### src/rtl/uart_cmd_parser_pkg.sv
// Shared definitions for the UART command parser: ASCII constants, error
// codes, FSM state encodings and small helpers.
package uart_cmd_parser_pkg;

  localparam logic [7:0] ASCII_CR   = 8'h0D;
  localparam logic [7:0] ASCII_LF   = 8'h0A;
  localparam logic [7:0] ASCII_L_UP = 8'h4C;
  localparam logic [7:0] ASCII_L_LO = 8'h6C;
  localparam logic [7:0] ASCII_M_UP = 8'h4D;
  localparam logic [7:0] ASCII_M_LO = 8'h6D;
  localparam logic [7:0] ASCII_0    = 8'h30;
  localparam logic [7:0] ASCII_9    = 8'h39;
  localparam logic [7:0] ASCII_A_UP = 8'h41;
  localparam logic [7:0] ASCII_F_UP = 8'h46;
  localparam logic [7:0] ASCII_A_LO = 8'h61;
  localparam logic [7:0] ASCII_F_LO = 8'h66;

  typedef enum logic [2:0] {
    ERR_NONE     = 3'd0,
    ERR_BAD_OP   = 3'd1,
    ERR_BAD_ARG  = 3'd2,
    ERR_TOO_LONG = 3'd3,
    ERR_TIMEOUT  = 3'd4
  } err_code_e;

  typedef enum logic {
    F_IDLE,
    F_CAP
  } fetch_state_e;

  typedef enum logic [2:0] {
    P_OP,
    P_ARG,
    P_CR,
    P_DISPATCH,
    P_DISCARD
  } parse_state_e;

  typedef enum logic {
    OP_LED,
    OP_MSG
  } op_e;

  function automatic logic [7:0] sat_inc8(input logic [7:0] v);
    return (v == 8'hFF) ? v : v + 8'd1;
  endfunction

endpackage

### src/rtl/hex_ascii_decode.sv
// Combinational ASCII hex digit decoder: 0-9, A-F, a-f to a 4-bit nibble.
module hex_ascii_decode
  import uart_cmd_parser_pkg::*;
(
  input  logic [7:0] ascii,
  output logic       is_hex,
  output logic [3:0] nibble
);

  always_comb begin
    is_hex = 1'b0;
    nibble = '0;
    if ((ascii >= ASCII_0) && (ascii <= ASCII_9)) begin
      is_hex = 1'b1;
      nibble = ascii[3:0];
    end else if (((ascii >= ASCII_A_UP) && (ascii <= ASCII_F_UP)) ||
                 ((ascii >= ASCII_A_LO) && (ascii <= ASCII_F_LO))) begin
      // low nibble of 'A'/'a' is 1, so +9 maps A..F onto 10..15
      is_hex = 1'b1;
      nibble = ascii[3:0] + 4'd9;
    end
  end

endmodule

### src/rtl/uart_cmd_parser.sv
// Terminal command parser behind the UART RX FIFO: pops bytes, parses
// CR-terminated L<hex>/M<hex> lines, emits command/error pulses and counters.
module uart_cmd_parser
  import uart_cmd_parser_pkg::*;
#(
  parameter logic [31:0] TIMEOUT_CYCLES = 32'd100_000_000
) (
  input  logic       clk,
  input  logic       rst_n,
  input  logic       rf_empty,
  input  logic [7:0] rd_data,
  output logic       rd_stb,
  output logic       led_valid,
  output logic [3:0] led_val,
  output logic       msg_valid,
  output logic [3:0] msg_sel,
  output logic       err_pulse,
  output logic [2:0] err_code,
  output logic [7:0] cmd_count,
  output logic [7:0] err_count
);

  fetch_state_e fetch_q;
  parse_state_e parse_q;
  op_e          op_q;
  logic [3:0]   arg_q;
  logic [31:0]  timer_q;

  logic         cap;
  logic         waiting;
  logic         expire;
  logic         is_hex;
  logic [3:0]   nibble;
  logic         is_cr;
  logic         is_lf;
  logic         is_l;
  logic         is_m;
  logic         err_raise;
  err_code_e    err_kind;

  // The pop is a Mealy output of F_IDLE and the byte is consumed straight
  // off rd_data in F_CAP, so a CR popped in cycle N dispatches in N+2.
  assign rd_stb = rst_n && (fetch_q == F_IDLE) && !rf_empty;
  assign cap    = (fetch_q == F_CAP);

  assign is_cr = (rd_data == ASCII_CR);
  assign is_lf = (rd_data == ASCII_LF);
  assign is_l  = (rd_data == ASCII_L_UP) || (rd_data == ASCII_L_LO);
  assign is_m  = (rd_data == ASCII_M_UP) || (rd_data == ASCII_M_LO);

  assign waiting = (parse_q == P_ARG) || (parse_q == P_CR) || (parse_q == P_DISCARD);
  assign expire  = (TIMEOUT_CYCLES != '0) && (timer_q == TIMEOUT_CYCLES - 32'd1);

  hex_ascii_decode u_hex (
    .ascii  (rd_data),
    .is_hex (is_hex),
    .nibble (nibble)
  );

  always_ff @(posedge clk) begin
    if (!rst_n) begin
      fetch_q <= F_IDLE;
    end else begin
      case (fetch_q)
        F_IDLE:  if (!rf_empty) fetch_q <= F_CAP;
        F_CAP:   fetch_q <= F_IDLE;
        default: fetch_q <= F_IDLE;
      endcase
    end
  end

  // A captured byte always pre-empts a timer expiry in the same cycle.
  always_comb begin
    err_raise = 1'b0;
    err_kind  = ERR_NONE;
    if (cap) begin
      if (!is_lf) begin
        case (parse_q)
          P_OP: begin
            if (!is_l && !is_m && !is_cr) begin
              err_raise = 1'b1;
              err_kind  = ERR_BAD_OP;
            end
          end
          P_ARG: begin
            if (!is_hex) begin
              err_raise = 1'b1;
              err_kind  = ERR_BAD_ARG;
            end
          end
          P_CR: begin
            if (!is_cr) begin
              err_raise = 1'b1;
              err_kind  = ERR_TOO_LONG;
            end
          end
          default: ;
        endcase
      end
    end else if (waiting && expire) begin
      err_raise = 1'b1;
      err_kind  = ERR_TIMEOUT;
    end
  end

  always_ff @(posedge clk) begin
    if (!rst_n) begin
      parse_q   <= P_OP;
      op_q      <= OP_LED;
      arg_q     <= '0;
      timer_q   <= '0;
      led_valid <= 1'b0;
      led_val   <= '0;
      msg_valid <= 1'b0;
      msg_sel   <= '0;
      err_pulse <= 1'b0;
      err_code  <= '0;
      cmd_count <= '0;
      err_count <= '0;
    end else begin
      led_valid <= 1'b0;
      msg_valid <= 1'b0;
      err_pulse <= err_raise;
      if (err_raise) begin
        err_code  <= err_kind;
        err_count <= sat_inc8(err_count);
      end

      if (cap || !waiting || expire) timer_q <= '0;
      else                           timer_q <= timer_q + 32'd1;

      if (parse_q == P_DISPATCH) begin
        if (op_q == OP_LED) begin
          led_val   <= arg_q;
          led_valid <= 1'b1;
        end else begin
          msg_sel   <= arg_q;
          msg_valid <= 1'b1;
        end
        cmd_count <= cmd_count + 8'd1;
        parse_q   <= P_OP;
      end else if (cap) begin
        if (!is_lf) begin
          case (parse_q)
            P_OP: begin
              if (is_l) begin
                op_q    <= OP_LED;
                parse_q <= P_ARG;
              end else if (is_m) begin
                op_q    <= OP_MSG;
                parse_q <= P_ARG;
              end else if (!is_cr) begin
                parse_q <= P_DISCARD;
              end
            end
            P_ARG: begin
              if (is_hex) begin
                arg_q   <= nibble;
                parse_q <= P_CR;
              end else if (is_cr) begin
                parse_q <= P_OP;
              end else begin
                parse_q <= P_DISCARD;
              end
            end
            P_CR:      parse_q <= is_cr ? P_DISPATCH : P_DISCARD;
            P_DISCARD: if (is_cr) parse_q <= P_OP;
            default:   parse_q <= P_OP;
          endcase
        end
      end else if (waiting && expire) begin
        parse_q <= P_OP;
      end
    end
  end

endmodule

### config.mk
export PLATFORM = sky130hd
export DESIGN_NAME = uart_cmd_parser
export DESIGN_NICKNAME = d
export VERILOG_FILES = /design/src/rtl/uart_cmd_parser_pkg.sv /design/src/rtl/hex_ascii_decode.sv /design/src/rtl/uart_cmd_parser.sv
export SDC_FILE = /design/constraint.sdc
export NUM_CORES = 1
export LEC_CHECK = 0
export ABC_CLOCK_PERIOD_IN_PS = 2600
export CORE_ASPECT_RATIO = 2
export CORE_MARGIN = 2
export CORE_UTILIZATION = 39
export DETAILED_ROUTE_END_ITERATION = 8
export GPL_TIMING_DRIVEN = 0
export PLACE_DENSITY_LB_ADDON = 0.25
export SLEW_MARGIN = 5
export SYNTH_ARGS = -nofsm -noshare
export SYNTH_HDL_FRONTEND = slang
export SYNTH_SLANG_ARGS = --single-unit
export TNS_END_PERCENT = 10
### constraint.sdc
create_clock -name clk -period 2.6 [get_ports clk]
set_input_delay 0.78 -clock clk [delete_from_list [all_inputs] [get_ports clk]]
set_output_delay 0.78 -clock clk [all_outputs]
set_load 0.005 [all_outputs]
# Word level (Yosys, flattened, before mapping)
# Index checks and enable logic that the tools add are counted.
# word_totals
register_bits	71
inputBits	11
out_inout_bits	31
word_cells	111
# classes
add_sub_neg	4
magnitude_cmp	6
n_eq_ne	15
muxes	35
bitwise_logic	6
reduce_logical	32
# op_table
op	n
$mux W3	12
$add A32 B1 Y32 const B	1
$eq A32 B27 Y1 const B	1
$eq A8 B7 Y1 const B	4
$add A8 B1 Y8 const B	2
$eq A8 B4 Y1 const B	2
$ge A8 B7 Y1 const B	2
$le A8 B7 Y1 const B	2
$mux W1	14
$pmux W3 S4	1
$reduce_and A5 Y1	2
$eq A8 B8 Y1 const B	1
$ge A8 B6 Y1 const B	1
$le A8 B6 Y1 const B	1
$logic_and A1 B1 Y1	8
$mux W4	2
$reduce_and A2 Y1	4
$logic_or A1 B1 Y1	7
$eq A3 B2 Y1 const B	2
$mux W2	3
$not A1 Y1	6
$pmux W2 S3	1
$logic_not A1 Y1	5
$ne A5 B5 Y1 const B	1
other kinds (11)	13

# Depth between registers and ports, before layout
# Gate-level depths: netlist of run 1.
# depth
ltp_word	10
ltp_mapped	10
mapped_depth_nobuf	8

# Modules after synthesis
# A second synthesis of run 1 with hierarchy kept.
# hier_totals
hier_cells	423
hier_area_um2	3602.2
# by_module_without_submodules
mod	instances	cells_each	area_per_inst_um2	seq_area_each_um2
uart_cmd_parser	1	398	3398.3	1421.4
hex_ascii_decode	1	25	203.9	0.0

# Worst setup path before layout of run 1
# OpenSTA, ideal clock, no wires.
# synth_timing
path_type	input port to flip-flop
startpoint	input port rd_data[0]
endpoint	register err_count[7]
setup_time_ps	70
t_arrival_ps	2436
required_time_ps	2530
path_slack_ps	94
cell_stages	9
path_buffers	1
cell_sequence	inv_1 ha_1 nor2b_1 a31oi_1 o221a_2 o211a_2 buf_6 or3_1 a21oi_1
# synth_between
elab_chain_len	10
elab_cells_between_ends	32
cone_classes	6 x order compare; 6 x eq/ne; 8 x mux; 12 x reduce/logical
# synth_rtl
item	line	text
start: declaration	uart_cmd_parser.sv:11	input logic [7:0] rd_data,
$ge A8 B7 Y1 (tied with other cells)	hex_ascii_decode.sv:16	end else if (((ascii >= ASCII_A_UP) && (ascii <= ASCII_F_UP)) ||
$logic_and A1 B1 Y1 (tied with other cells)	hex_ascii_decode.sv:16	
$logic_or A1 B1 Y1 or $logic_not A1 Y1 (tied branches)	hex_ascii_decode.sv:16, uart_cmd_parser.sv:80	
$mux W1 or $logic_and A1 B1 Y1 (tied branches)	hex_ascii_decode.sv:16, uart_cmd_parser.sv:80	
$mux W1 or $logic_and A1 B1 Y1 (tied branches)	hex_ascii_decode.sv:13, uart_cmd_parser.sv:80	
$mux W1 (on tied branches)	uart_cmd_parser.sv:86, uart_cmd_parser.sv:80	
$pmux W1 S3	uart_cmd_parser.sv:78	case (parse_q)
$mux W1 (*)	uart_cmd_parser.sv:77	if (!is_lf) begin
$mux W1 (*)	uart_cmd_parser.sv:76	if (cap) begin
$reduce_and A2 Y1 (no line) (*)	--	
end signal: assignment	uart_cmd_parser.sv:126	err_count <= sat_inc8(err_count);
end: declaration	uart_cmd_parser.sv:20	output logic [7:0] err_count
# Every way passes the cells marked *; elsewhere a longest branch is shown, timed or not.
# A chain may end at the register's enable or synchronous reset.

# Final worst setup path of run 1
# layout_timing
startpoint	input port rd_data[7]
endpoint	register err_count[7]
# The elaborated chain is that of the path after synthesis.

==> results of run 1 <==
-- cell usage in the layout (no fill, tap or decap), drive strengths merged, types with 7 or more instances in the layout --
cell	instances
xnor2	13
clkbuf	26
inv	9
and3	10
nand3	24
nand4	14
nor2	58
nand2	41
xor2	27
clkdlybuf4s50	33
ha	7
o21ai	11
nand2b	8
nor3	8
dfxtp	71
a21oi	22
-- how the worst min path moves through the flow --
stage                startpoint          end  slack [ns]
CTS                 err_code[0]  err_code[0]        0.46
floorplan            timer_q[0]   timer_q[0]        0.43
detailed placement  err_code[0]  err_code[0]        0.45
finish               msg_sel[3]   msg_sel[3]        0.46
global placement     timer_q[0]   timer_q[0]        0.44
global route         msg_sel[0]   msg_sel[0]        0.49
-- stage by stage --
stage                 TNS, ns  total power [uW]  utilization  setup slack [ns]
finish                      0              2538       0.5125           0.02898
global route          -0.2421              2625       0.5125          -0.05599
CTS                 -0.001488              2566       0.5073         -0.001488
detailed placement     -12.68              1249       0.4614           -0.7354
global placement       -11.87              1247       0.4614           -0.7091
floorplan                   0              1196            -           0.09403
-- critical path, cell delays in order --
cell             delay (ns)
clkdlybuf4s50_1        0.51
nor3b_2                0.11
and2_4                 0.20
a211o_1                0.34
o211a_4                0.26
buf_6                  0.13
or3_1                  0.36
a21oi_2                0.14
-- what timing repair did --
| action | 4_1_cts | 5_1_grt |
|---|---|---|
| gates resized for setup | 21 | 13 |
| setup endpoints to repair | 21 | 10 |
| setup buffers | 4 | 0 |
| pin swaps | 4 | 3 |
-- per-layer routing --
metal,global-route usage,routed length [um]
met1,0.1485,2785
met2,0.3593,4792
met3,0.03262,209
met4,0.09295,243
met5,0,0
-- state kept, by name (all words and copies together) (netlist names) --
signal	cells
err_count	8
msg_sel	4
timer_q	32
cmd_count	8
parse_q	3
msg_valid	1
err_code	3
op_q	1
cap	1
led_val	4
arg_q	4
led_valid	1
err_pulse	1
-- report_power, final --
group	switching, uW	internal, uW
clock network	440	857
logic	78.7	61.1
registers	6.34	1100
total	525	2010
-- cell families (layout without fill, tap and decap cells) --
family,after synthesis,after routing
XOR/XNOR,40,40
AO/OA/AOI/OAI,58,58
adder cells (fa/ha/maj),7,7
flip-flops,71,71
buffers and inverters,27,85
multiplexers,7,7
AND/OR/NAND/NOR,196,196
-- final cells by class --
class,count,area [um^2],area share
Timing Repair Buffer,45,437.9,0.1002
Clock inverter,4,70.07,0.01603
Sequential cell,71,1421,0.3252
Tap cell,100,125.1,0.02863
Buffer,16,78.83,0.01804
Inverter,9,33.78,0.007730
Multi-Input combinational cell,308,1961,0.4486
Clock buffer,11,242.7,0.05554
==> qor.yml, run 1 <==
postSynthNetCount: 424
rsz0062_at_grt: "true"
cp.arrival_ns: 2.84
place_hpwl_mm: 6.053
clkSinkCount: 71
synth_compound_area_frac: 0.1097
vias: 3008
clk_pin_slew_ns: 0.05
drtIter0Drc: 153
ys_top_cells_by_count: "dfxtp_1, nor2_1, nand2_1"
antenna_found_initial: 0
syn_inst: 406
worst-r2r-cell-count: 8
root_buffer: "clkbuf_16"
synth-xor-area-share: 0.1031
hold_slack_ns: 0.4558
reg2reg_slack_ns: 0.09
synthAdderAreaFrac: 0.02576
place_inst: 547
fin_area_mm2: 0.004370
wl_mm: 8.031
grt_overflow_total: 0
wl_per_cell_um: 14.24
ioPinCount: 42
ctsHoldBuffers: 0
synth_area_mm2: 0.003400
insertion_delay_ns: 0.33
die_x_um: 70.02
grt_pass1_wl_mm: 13.09
clockBufferDepth: 2
synth_warnings: 0
core_area_mm2: 0.008528
holdPathStages: 2
worstReg2RegEnd: "err_count[7]"
gp_congestion: 0.8021
grt_max_degree: 12
end_kind: "register"
final_hold_viol_count: 0
drv_cap: 0
crit_type: "in -> reg"
nets: 478
first_pass_iters: 4
period_needed_ns: 2.571
cts_buffers: 9
cts_tree: "yes"
numPortBuffers: 41
gr-usage-all-layers: 0.1735
vdd_drop_max_mv: 0.3805
synth-edff-count: 0
period_share: 0.9889
synth.most_common_cell: "dfxtp_1"
diodes: 0
cp-endpoint: "err_count[7]"
grt_pass1_vias: 3000
setup_viol: 0
crit_required_ns: 2.86
initial_core_util: 0.3986
synthArstFlopShare: 0
crit_fanout: 10
powerDensity_mw_per_mm2: 580.7
via_per_inst: 5.333
layout.cells.non_filler: 564
nFillCells: 846
synth_cell_types: 52
rows: 48
syn_to_final_growth_pct: 28.56
netlist.area_leader.share: 0.4181
synth_top_family_by_area: "simple AND/OR/NAND/NOR gates"
die_area_mm2: 0.009524
drc: 0
slew_headroom: 0.5262
status: "complete, no violations"
p_leak_uw: 0.001545
ys_ff_latch: 71
ant_nets: 0
timing.rr.start: "timer_q[25]"
yosysSeqAreaShare: 0.4181
fmax_mhz: 389.0
hold_class: "reg -> reg"
maxSlewViolCount: 0
synthFlopType: "dfxtp_1"
die_h_um: 136.0
htreeDepth: 3
dpl_cell_area_mm2: 0.003935
yosys-mux-area-fraction: 0.02098
yosys.area_share.simple: 0.2900
skew_ns: 0.006384
crit_path_start_kind: "primary input"
avgSynthCellArea_um2: 8.373
drive_above_1_share: 0.09483
tightest_slew_ns: 0.7009
synth_top_cell_by_area: "dfxtp_1"
cp-startpoint: "rd_data[7]"
synth_area_leaders: "dfxtp_1, xor2_1, nor2_1"
No activity file was read; power rests on OpenSTA's default activity.
==> inputs of run 2 (changes only) <==
--- a/config.mk
+++ b/config.mk
@@ -8,7 +8,8 @@
 export ABC_CLOCK_PERIOD_IN_PS = 2600
 export CORE_ASPECT_RATIO = 2
 export CORE_MARGIN = 2
-export CORE_UTILIZATION = 39
+export CORE_UTILIZATION = 46
+export CTS_CLUSTER_SIZE = 30
 export DETAILED_ROUTE_END_ITERATION = 8
 export GPL_TIMING_DRIVEN = 0
 export PLACE_DENSITY_LB_ADDON = 0.25
==> run 2 against run 1 <==
Against the previous run: critical endpoint is now err_count[4]; clock power decreased by 18%; highest routed layer unchanged; register-to-register slack about the same; maximum frequency increased by 3.0%; global-route usage increased by 2.8 points; design area decreased by 2.7%; power decreased by 9.2%; core utilization increased by 7.7 points; combinational power decreased by 8%.
==> qor.yml, run 2 (synthesis gave the netlist of run 1 again) <==
worstPathCellList: "or4b_4 -> nor3_2 -> or4b_1 -> buf_2 -> o211a_2 -> buf_6 -> or3_1 -> a21oi_2"
end_kind: "register"
die_x_um: 64.79
clk_pin_slew_ns: 0.05
wl_mm: 7.732
rows: 44
clockBufferDepth: 2
status: "complete, no violations"
insertion_delay_ns: 0.34
skew_ns: 0.008418
gr-usage-all-layers: 0.2017
clkSinkCount: 71
timing.rr.start: "timer_q[25]"
antenna_found_initial: 0
setup_viol: 0
crit_type: "reg -> reg"
final_cell_mix: "dfxtp_1, nor2_1, nand2_1"
min_to: "timer_q[0]"
p_leak_uw: 0.001499
drv_cap: 0
worstReg2RegEnd: "err_count[4]"
hold_start: "timer_q[0]"
period_needed_ns: 2.495
vdd_drop_max_mv: 0.5325
worst-r2r-cell-count: 8
drc: 0
grt_max_degree: 11
cts_buffers: 9
grt_overflow_total: 0
htreeDepth: 3
max_stage_delay_ns: 0.56
vias: 2972
first_pass_iters: 4
diodes: 0
layout.cells.non_filler: 558
core_area_mm2: 0.007212
powerDensity_mw_per_mm2: 541.9
cts_tree: "yes"
wl_per_cell_um: 13.86
crit_fanout: 10
nets: 479
period_share: 0.9598
numPortBuffers: 41
slew_headroom: 0.5017
initial_core_util: 0.4714
drtIter0Drc: 198
gp_congestion: 0.8099
place_hpwl_mm: 5.841
layout_commonest_cell: "dfxtp_1"
final_hold_viol_count: 0
reg_top3: "timer_q (32), cmd_count (8), err_count (8)"
die_h_um: 125.6
tightest_slew_ns: 0.7370
maxSlewViolCount: 0
holdPathStages: 1
largest_reg_flops: 32
finalSetupTns_ns: 0
fmax_mhz: 400.7
ioPinCount: 42
reg2reg_slack_ns: 0.10
root_buffer: "clkbuf_16"
syn_to_final_growth_pct: 25.06
crit_required_ns: 2.87
crit_path_start_kind: "register"
place_inst: 539
drive_above_1_share: 0.09013
crit_slowest_cell: "or4b_4"
ant_nets: 0
die_area_mm2: 0.008135
grt_pass1_vias: 2958
via_per_inst: 5.326
grt_pass1_wl_mm: 12.88
cp.arrival_ns: 2.77
hold_class: "reg -> reg"
max_flop_register: "timer_q"
run 2: where the power goes:
group	switching [uW]	internal (uW)	leakage [uW]
Combinational	73.6	55.8	0.000803
Sequential	6.45	1100	0.000573
Clock	427	645	0.000122
run 2: final cells by class:
type	count	area (um^2)
fill	656	2960
multi-input combinational	308	1919
sequential	71	1424
timing repair buffer	44	417.9
clock buffer	15	247.7
tap	92	115.1
buffer	18	88.84
inverter	9	33.78
clock inverter	1	5.005
run 2: stage by stage:
| stage | hold WS, ns | cell area [um^2] | worst slack (ns) | power (uW) | util |
|---|---|---|---|---|---|
| floorplan | 0.4261 | 3400 | 0.09403 | 1196 | - |
| global placement | 0.4406 | 3925 | -0.6655 | 1246 | 0.5442 |
| detailed placement | 0.4487 | 3925 | -0.7577 | 1248 | 0.5442 |
| CTS | 0.4558 | 4222 | -0.03706 | 2319 | 0.5854 |
| global route | 0.4460 | 4252 | -0.01790 | 2374 | 0.5895 |
| finish | 0.4317 | 4252 | 0.1046 | 2304 | 0.5895 |
run 2: critical path, delay by kind of cell, from the launching register on:
family / cells / cell delay (ns)
and+or+nand+nor: 4 / 1.50
DFF: 1 / 0.34
buffers and inverters: 2 / 0.31
AOI/OAI and AO/OA: 2 / 0.28
run 2: per-layer routing:
| layer | track usage | share of wire |
|---|---|---|
| met1 | 0.1748 | 0.36 |
| met2 | 0.4069 | 0.59 |
| met3 | 0.03237 | 0.026 |
| met4 | 0.1114 | 0.027 |
| met5 | 0 | 0 |
run 2: how the worst max path moves through the flow:
stage	from	to	slack [ns]
after floorplan	rd_data[0]	err_count[7]	0.09
after global placement	rd_data[1]	err_count[7]	-0.67
after detailed placement	rd_data[3]	parse_q[1]	-0.76
after CTS	rd_data[2]	err_count[7]	-0.04
after global routing	timer_q[0]	err_count[4]	-0.02
final	timer_q[25]	err_count[4]	0.10
run 2: what timing repair did:
action                     4_1_cts  5_1_grt
pin swaps                        3        2
hold buffers                     0        0
gates resized for setup         18       23
setup buffers                    3        0
setup endpoints to repair       21       11
